**config.mk**
```make
export PLATFORM = sky130hd
export DESIGN_NAME = cart_mem_ctrl
export DESIGN_NICKNAME = d
export VERILOG_FILES = /design/src/rtl/cart_mem_ctrl.sv
export SDC_FILE = /design/constraint.sdc
export NUM_CORES = 1
export LEC_CHECK = 0
export ABC_CLOCK_PERIOD_IN_PS = 2200
export CAP_MARGIN = 20
export CORE_MARGIN = 3
export CORE_UTILIZATION = 43
export DETAILED_ROUTE_END_ITERATION = 6
export PLACE_DENSITY = 0.8
export SYNTH_ARGS = -nofsm -noshare
export SYNTH_HDL_FRONTEND = slang
export SYNTH_SLANG_ARGS = --single-unit
export TNS_END_PERCENT = 1
```
**constraint.sdc**
```tcl
create_clock -name MCLK -period 2.2 [get_ports MCLK]
set_clock_uncertainty 0.05 [all_clocks]
set_input_delay 0.44 -clock MCLK [delete_from_list [all_inputs] [get_ports MCLK]]
set_output_delay 0.44 -clock MCLK [all_outputs]
set_load 0.01 [all_outputs]
```
**src/rtl/cart_mem_ctrl.sv**
```systemverilog
// cart_mem_ctrl
// Shares one external 16-bit word memory between the cartridge bus and a ROM
// loader. Each rising cartridge strobe becomes one memory transaction. Read
// data, the data-enable and the dtack acknowledge go back to the board. While
// ld_active is high the loader owns the memory and cartridge edges are dropped.
//
// Ports
//   MCLK, SRES            : clock, asynchronous active-low reset
//   cart_address/cs/oe/lwr/uwr/data_wr : cartridge request side
//   cart_data, cart_data_en, ext_dtack : cartridge response side
//   ld_active, ld_valid, ld_ready, ld_addr, ld_data : loader word-write port
//   mem_req/ack/we/be/addr/wdata/rdata : external memory port (req held to ack)
//
// Optional feature: define CART_PREFETCH_EN to add a one-word read-ahead
// buffer. After each cartridge read of A from memory, A+1 is fetched into it.
// Without the macro there is no buffer and no PF_WAIT state.
module cart_mem_ctrl #(
    parameter int ADDR_W = 23
) (
    input  logic              MCLK,
    input  logic              SRES,
    input  logic [ADDR_W-1:0] cart_address,
    input  logic              cart_cs,
    input  logic              cart_oe,
    input  logic              cart_lwr,
    input  logic              cart_uwr,
    input  logic [15:0]       cart_data_wr,
    output logic [15:0]       cart_data,
    output logic              cart_data_en,
    output logic              ext_dtack,
    input  logic              ld_active,
    input  logic              ld_valid,
    output logic              ld_ready,
    input  logic [ADDR_W-1:0] ld_addr,
    input  logic [15:0]       ld_data,
    output logic              mem_req,
    input  logic              mem_ack,
    output logic              mem_we,
    output logic [1:0]        mem_be,
    output logic [ADDR_W-1:0] mem_addr,
    output logic [15:0]       mem_wdata,
    input  logic [15:0]       mem_rdata
);

    localparam logic [2:0] S_IDLE    = 3'd0;
    localparam logic [2:0] S_RD_WAIT = 3'd1;
    localparam logic [2:0] S_WR_WAIT = 3'd2;
    localparam logic [2:0] S_LD_WAIT = 3'd3;
    localparam logic [2:0] S_HOLD    = 3'd4;
`ifdef CART_PREFETCH_EN
    localparam logic [2:0] S_PF_WAIT = 3'd5;
    localparam logic [ADDR_W-1:0] ADDR_ONE = {{(ADDR_W-1){1'b0}}, 1'b1};
`endif

    logic              r_rd_s, r_rd_d, r_wr_s, r_wr_d, r_lwr_s, r_uwr_s, r_live;
    logic [ADDR_W-1:0] r_addr_s;
    logic [15:0]       r_wdata_s;
    logic [2:0]        r_state;
    logic              r_hold_rd, r_lost;
    logic              r_mem_we;
    logic [1:0]        r_mem_be;
    logic [ADDR_W-1:0] r_mem_addr;
    logic [15:0]       r_mem_wdata, r_cart_data;

    logic              w_rd_edge, w_wr_edge, w_ld_go, w_rd_req;
    logic [2:0]        w_go, w_eff, w_next;
    logic              w_go_we;
    logic [1:0]        w_go_be;
    logic [ADDR_W-1:0] w_go_addr;
    logic [15:0]       w_go_wdata;
    logic              w_wait, w_ack, w_cur_strobe, w_hold_strobe;

    // All cartridge inputs are registered together so an access is judged on
    // one consistent snapshot of strobes, address and write data.
    always_ff @(posedge MCLK or negedge SRES) begin
        if (!SRES) begin
            r_rd_s    <= 1'b0;
            r_rd_d    <= 1'b0;
            r_wr_s    <= 1'b0;
            r_wr_d    <= 1'b0;
            r_lwr_s   <= 1'b0;
            r_uwr_s   <= 1'b0;
            r_addr_s  <= '0;
            r_wdata_s <= '0;
            r_live    <= 1'b0;
        end else begin
            r_rd_s    <= cart_cs & cart_oe;
            r_rd_d    <= r_rd_s;
            r_wr_s    <= cart_cs & (cart_lwr | cart_uwr);
            r_wr_d    <= r_wr_s;
            r_lwr_s   <= cart_lwr;
            r_uwr_s   <= cart_uwr;
            r_addr_s  <= cart_address;
            r_wdata_s <= cart_data_wr;
            r_live    <= 1'b1;
        end
    end

    // r_live keeps a loader request from reaching mem_req while in reset.
    assign w_rd_edge = r_rd_s & ~r_rd_d & ~ld_active;
    assign w_wr_edge = r_wr_s & ~r_wr_d & ~ld_active;
    assign w_ld_go   = r_live & ld_active & ld_valid;

`ifdef CART_PREFETCH_EN
    logic              r_pf_valid, r_pf_pend, r_rd_defer;
    logic [ADDR_W-1:0] r_pf_addr, r_pf_next;
    logic [15:0]       r_pf_data;
    logic              w_pf_hit;

    // A read that arrived while a prefetch was in flight is retried from IDLE
    // as long as its strobe is still held.
    assign w_rd_req = ~ld_active & ((r_rd_s & ~r_rd_d) | (r_rd_defer & r_rd_s));
    assign w_pf_hit = r_pf_valid & (r_pf_addr == r_addr_s);
`else
    assign w_rd_req = w_rd_edge;
`endif

    // Decision taken in IDLE. The chosen transaction drives the memory
    // fields combinationally in the same cycle so that mem_req can rise one
    // cycle after the strobe; the fields are then latched for the wait states.
    always_comb begin
        w_go       = S_IDLE;
        w_go_addr  = r_mem_addr;
        w_go_we    = r_mem_we;
        w_go_be    = r_mem_be;
        w_go_wdata = r_mem_wdata;
        if (w_ld_go) begin
            w_go       = S_LD_WAIT;
            w_go_addr  = ld_addr;
            w_go_we    = 1'b1;
            w_go_be    = 2'b11;
            w_go_wdata = ld_data;
        end else if (w_rd_req) begin
            w_go_addr = r_addr_s;
            w_go_we   = 1'b0;
            w_go_be   = 2'b11;
`ifdef CART_PREFETCH_EN
            w_go      = w_pf_hit ? S_HOLD : S_RD_WAIT;
`else
            w_go      = S_RD_WAIT;
`endif
        end else if (w_wr_edge) begin
            w_go       = S_WR_WAIT;
            w_go_addr  = r_addr_s;
            w_go_we    = 1'b1;
            w_go_be    = {r_uwr_s, r_lwr_s};
            w_go_wdata = r_wdata_s;
`ifdef CART_PREFETCH_EN
        end else if (r_pf_pend) begin
            w_go      = S_PF_WAIT;
            w_go_addr = r_pf_next;
            w_go_we   = 1'b0;
            w_go_be   = 2'b11;
`endif
        end
    end

    // w_eff is the state the memory port is really in this cycle; from IDLE
    // it is the state being entered, which lets a zero-wait ack complete in
    // the very cycle the request was raised.
    assign w_eff  = (r_state == S_IDLE) ? w_go : r_state;
    assign w_wait = (w_eff == S_RD_WAIT) || (w_eff == S_WR_WAIT) || (w_eff == S_LD_WAIT)
`ifdef CART_PREFETCH_EN
                    || (w_eff == S_PF_WAIT)
`endif
                    ;
    assign w_ack         = mem_ack & w_wait;
    assign w_cur_strobe  = (w_eff == S_RD_WAIT) ? r_rd_s : r_wr_s;
    assign w_hold_strobe = r_hold_rd ? r_rd_s : r_wr_s;

    // A cartridge access whose strobe has been let go is finished silently.
    always_comb begin
        w_next = w_eff;
        case (w_eff)
            S_RD_WAIT, S_WR_WAIT: if (w_ack) w_next = (r_lost | ~w_cur_strobe) ? S_IDLE : S_HOLD;
            S_LD_WAIT:            if (w_ack) w_next = S_IDLE;
`ifdef CART_PREFETCH_EN
            S_PF_WAIT:            if (w_ack) w_next = S_IDLE;
`endif
            S_HOLD:               if (r_state == S_HOLD && !w_hold_strobe) w_next = S_IDLE;
            default:              w_next = S_IDLE;
        endcase
    end

    // Sequencer state, latched memory fields and the cartridge read buffer.
    always_ff @(posedge MCLK or negedge SRES) begin
        if (!SRES) begin
            r_state     <= S_IDLE;
            r_hold_rd   <= 1'b0;
            r_lost      <= 1'b0;
            r_mem_we    <= 1'b0;
            r_mem_be    <= 2'b00;
            r_mem_addr  <= '0;
            r_mem_wdata <= '0;
            r_cart_data <= '0;
        end else begin
            r_state <= w_next;
            if (r_state == S_IDLE) begin
                r_mem_we    <= w_go_we;
                r_mem_be    <= w_go_be;
                r_mem_addr  <= w_go_addr;
                r_mem_wdata <= w_go_wdata;
                r_lost      <= 1'b0;
                if (w_go != S_IDLE) r_hold_rd <= (w_go == S_RD_WAIT) || (w_go == S_HOLD);
            end else if ((r_state == S_RD_WAIT || r_state == S_WR_WAIT) && !w_cur_strobe) begin
                r_lost <= 1'b1;
            end
            if (w_ack && w_eff == S_RD_WAIT) r_cart_data <= mem_rdata;
`ifdef CART_PREFETCH_EN
            if (r_state == S_IDLE && w_go == S_HOLD) r_cart_data <= r_pf_data;
`endif
        end
    end

`ifdef CART_PREFETCH_EN
    // Read-ahead buffer. Any loader activity or a cartridge write to the
    // buffered word makes the copy stale.
    always_ff @(posedge MCLK or negedge SRES) begin
        if (!SRES) begin
            r_pf_valid <= 1'b0;
            r_pf_pend  <= 1'b0;
            r_rd_defer <= 1'b0;
            r_pf_addr  <= '0;
            r_pf_next  <= '0;
            r_pf_data  <= '0;
        end else begin
            if (r_state == S_IDLE) r_rd_defer <= 1'b0;
            else if (r_state == S_PF_WAIT && w_rd_edge) r_rd_defer <= 1'b1;
            if (w_ack && w_eff == S_RD_WAIT) begin
                r_pf_pend <= 1'b1;
                r_pf_next <= mem_addr + ADDR_ONE;
            end
            if (w_ack && w_eff == S_PF_WAIT) begin
                r_pf_pend  <= 1'b0;
                r_pf_valid <= 1'b1;
                r_pf_addr  <= mem_addr;
                r_pf_data  <= mem_rdata;
            end
            if (r_state == S_IDLE && w_go == S_WR_WAIT && r_addr_s == r_pf_addr) r_pf_valid <= 1'b0;
            if (ld_active) begin
                r_pf_valid <= 1'b0;
                r_pf_pend  <= 1'b0;
            end
        end
    end
`endif

    assign mem_req      = w_wait;
    assign mem_we       = (r_state == S_IDLE) ? w_go_we    : r_mem_we;
    assign mem_be       = (r_state == S_IDLE) ? w_go_be    : r_mem_be;
    assign mem_addr     = (r_state == S_IDLE) ? w_go_addr  : r_mem_addr;
    assign mem_wdata    = (r_state == S_IDLE) ? w_go_wdata : r_mem_wdata;
    assign ld_ready     = w_ack & (w_eff == S_LD_WAIT);
    assign ext_dtack    = (r_state == S_HOLD) & w_hold_strobe;
    assign cart_data_en = ext_dtack & r_hold_rd;
    assign cart_data    = r_cart_data;

endmodule

```
==> impl_metrics.py <==
metrics = {
    "status": {
        "status": "complete, but fails checks",
        "violations": "setup timing",
    },
    "die": {
        "die-area_um2": 10600,
        "die_width_um": 103,
        "fp.coreArea_um2": 8930,
        "die_y_um": 103,
        "initial_core_util_pct": 45.3,
        "rows": 34,
        "io_pins": 165,
    },
    "global_routing": {
        "grtUsageTotal_pct": 22.8,
        "grt_first_pass_wirelength_um": 18500,
        "antenna_found_initial": 0,
        "grt_max_degree": 42,
        "overflow": 0,
        "grt_pass1_vias": 3676,
    },
    "synth": {
        "synth.cell_area_um2": 4050,
        "syn_avg_cell_area_um2": 13.4,
        "synth-edff-count": 0,
        "syn_nets": 404,
        "yosys_warnings": 0,
        "synth_cell_types": 37,
        "seq_area_frac_synth_pct": 67.4,
        "synthArstFlopShare_pct": 100,
        "synthCells": 301,
        "ys_ff_latch": 109,
        "synth-main-ff-cell": "dfrtp_1",
    },
    "timing": {
        "slew_violations": 0,
        "grt_setup_unrepaired": "yes",
        "setup_ws_ns": -0.361,
        "setup-tns-final_ns": -12.67,
        "min_period_over_period_pct": 116,
        "tightest_slew_ns": 0.551,
        "slew_headroom_pct": 63.3,
        "period_needed_ns": 2.56,
        "setup_viol_count_final": 44,
        "fmax_mhz": 391,
        "hold_viol_final": 0,
    },
    "power_and_ir_drop": {
        "powerDensity_nw_per_um2": 909,
        "ir_drop_uv": 592,
        "total_leakage_power_uw": 0.00284,
    },
    "routing": {
        "vias_per_cell": 5.28,
        "vias": 3417,
        "ant_nets": 0,
        "drt-pass1-iter-count": 4,
        "routedWlPerCell_um": 18.6,
        "drc": 0,
        "drt_iter0_markers": 96,
        "wirelength_um": 12100,
    },
    "place": {
        "gp_congestion": 0.861,
        "place_inst": 612,
        "io_buffers": 164,
        "place.detailed.hpwl_um": 8220,
        "dpl_worst_slack_ns": -0.821,
    },
    "cells_and_area": {
        "instances_no_fill": 647,
        "final_common_cell": "clkdlybuf4s50_1",
        "drive_above_1_share_pct": 41.4,
        "regArea_um2": 2730,
        "final_cell_mix": "116 x clkdlybuf4s50_1, 108 x dfrtp_1, 63 x buf_4",
        "nFillCells": 586,
        "syn_to_final_growth_pct": 67.2,
        "fin_nets": 637,
        "multi_input_area_um2": 1510,
        "diodes": 0,
    },
    "cts": {
        "clkSinkCount": 109,
        "path_clk_slew_ns": 0.11,
        "cts_tree": "done",
        "clockBufferDepth": 2,
        "h-tree-depth": 3,
        "cts_root_buffer": "clkbuf_8",
        "clk_latency_ns": 0.36,
        "cts_inserted_buffers": 9,
    },
    "critical_path": {
        "crit_path_max_fanout": 8,
        "start_kind": "flip-flop",
        "r2r_start": "r_state[0]$_DFF_PN0_",
        "cp-end-kind": "output pin",
        "startpoint": "r_state[0]$_DFF_PN0_",
        "criticalPathCategory": "flip-flop to output pin",
        "arrival_ns": 2.07,
        "required_ns": 1.71,
    },
    "flow_run": {
        "maxCapViolCount": 0,
    },
    "min_path": {
        "min_path_type": "input pin to flip-flop",
        "min_from": "cart_address[19]",
    },
}
path summary, 6_finish.rpt:
| path | end | slack, ns | cells after the start |
|---|---|---|---|
| min | r_addr_s[19]$_DFF_PN0_ | 0.45 | 1 |
| min reg2reg | cart_data[4]$_DFFE_PN0P_ | 0.46 | 1 |
| min in group asynchronous | r_addr_s[9]$_DFF_PN0_ | 0.54 | 2 |
| max in group asynchronous | r_rd_s$_DFF_PN0_ | 0.92 | 3 |
| max reg2reg | r_mem_addr[20]$_DFF_PN0_ | 0.26 | 9 |
| max | mem_wdata[12] | -0.36 | 6 |
where the power goes:
group          internal, uW  switching [uW]
combinational          1330             955
sequential             2390             187
clock                   559             724
flip-flops by register name, indices dropped and copies added (netlist names), 2 cells and up:
register     count
r_mem_addr      23
r_addr_s        23
r_mem_be         2
r_state          3
r_wdata_s       16
r_mem_wdata     16
cart_data       16
final cells by class:
| cell class | instances | share of cell area (%) |
|---|---|---|
| sequential | 109 | 40.3 |
| timing repair buffer | 241 | 32.0 |
| multi-input combinational | 170 | 22.4 |
| tap | 108 | 2.00 |
| clock buffer | 9 | 1.83 |
| clock inverter | 7 | 1.31 |
| inverter | 3 | 0.166 |
kinds of logic after synthesis:
logic type             Yosys count  share of synthesized area, %
AO/OA/AOI/OAI                  104                          19.5
buffers and inverters           22                          2.81
flip-flops                     109                          67.4
multiplexers                    17                          4.73
other                            1                        0.0927
AND/OR/NAND/NOR                 48                          5.47
per-layer routing:
metal	GRT usage (%)	vias to the layer above	share of wire, %
met5	0	-	0
met4	8.17	0	2.5
met3	5.21	22	5.7
met2	40.0	133	52
met1	27.6	1705	40
li1	-	1557	-
worst max-delay path, cell delays in order, from the launching register on:
cell,delay (ns)
dfrtp_1,0.40
or3_4,0.42
buf_6,0.15
a21oi_4,0.18
buf_6,0.21
a2bb2oi_2,0.18
buf_2,0.16
stage by stage:
step           total power [uW]  cell area (um^2)  hold WS (ns)  util, %
2_1_floorplan              3370              4050        0.0944        -
3_3_place_gp               4640              6270         0.386     70.1
3_5_place_dp               4710              6270         0.396     70.1
4_1_cts                    6010              6590       0.00572     73.7
5_1_grt                    6480              6770         0.414     75.7
6_report                   6150              6770         0.453     75.7
cells in the mapped netlist, types with 3 or more instances:
library cell	count	area (um^2)
dfrtp_1	109	2730
o22ai_1	39	244
nor2_1	31	116
a21oi_2	20	175
mux2_2	17	191
a2bb2oi_1	16	140
clkbuf_1	9	33.8
a21oi_1	7	35.0
buf_2	7	35.0
o21ai_0	5	25.0
a211oi_1	3	22.5
buf_6	3	33.8
inv_1	3	11.3
nand2_1	3	11.3
nand2b_1	3	18.8
what timing repair did:
item | 4_1_cts | 5_1_grt
setup endpoints to repair | 46 | 45
resized for setup | 222 | 35
pin swaps | 2 | 4
endpoints found under the hold margin | 0 | 1
buffers inserted | 9 | 10
gates cloned | 3 | 0
hold buffers | 0 | 1
Power figures use the tool's default switching activity.
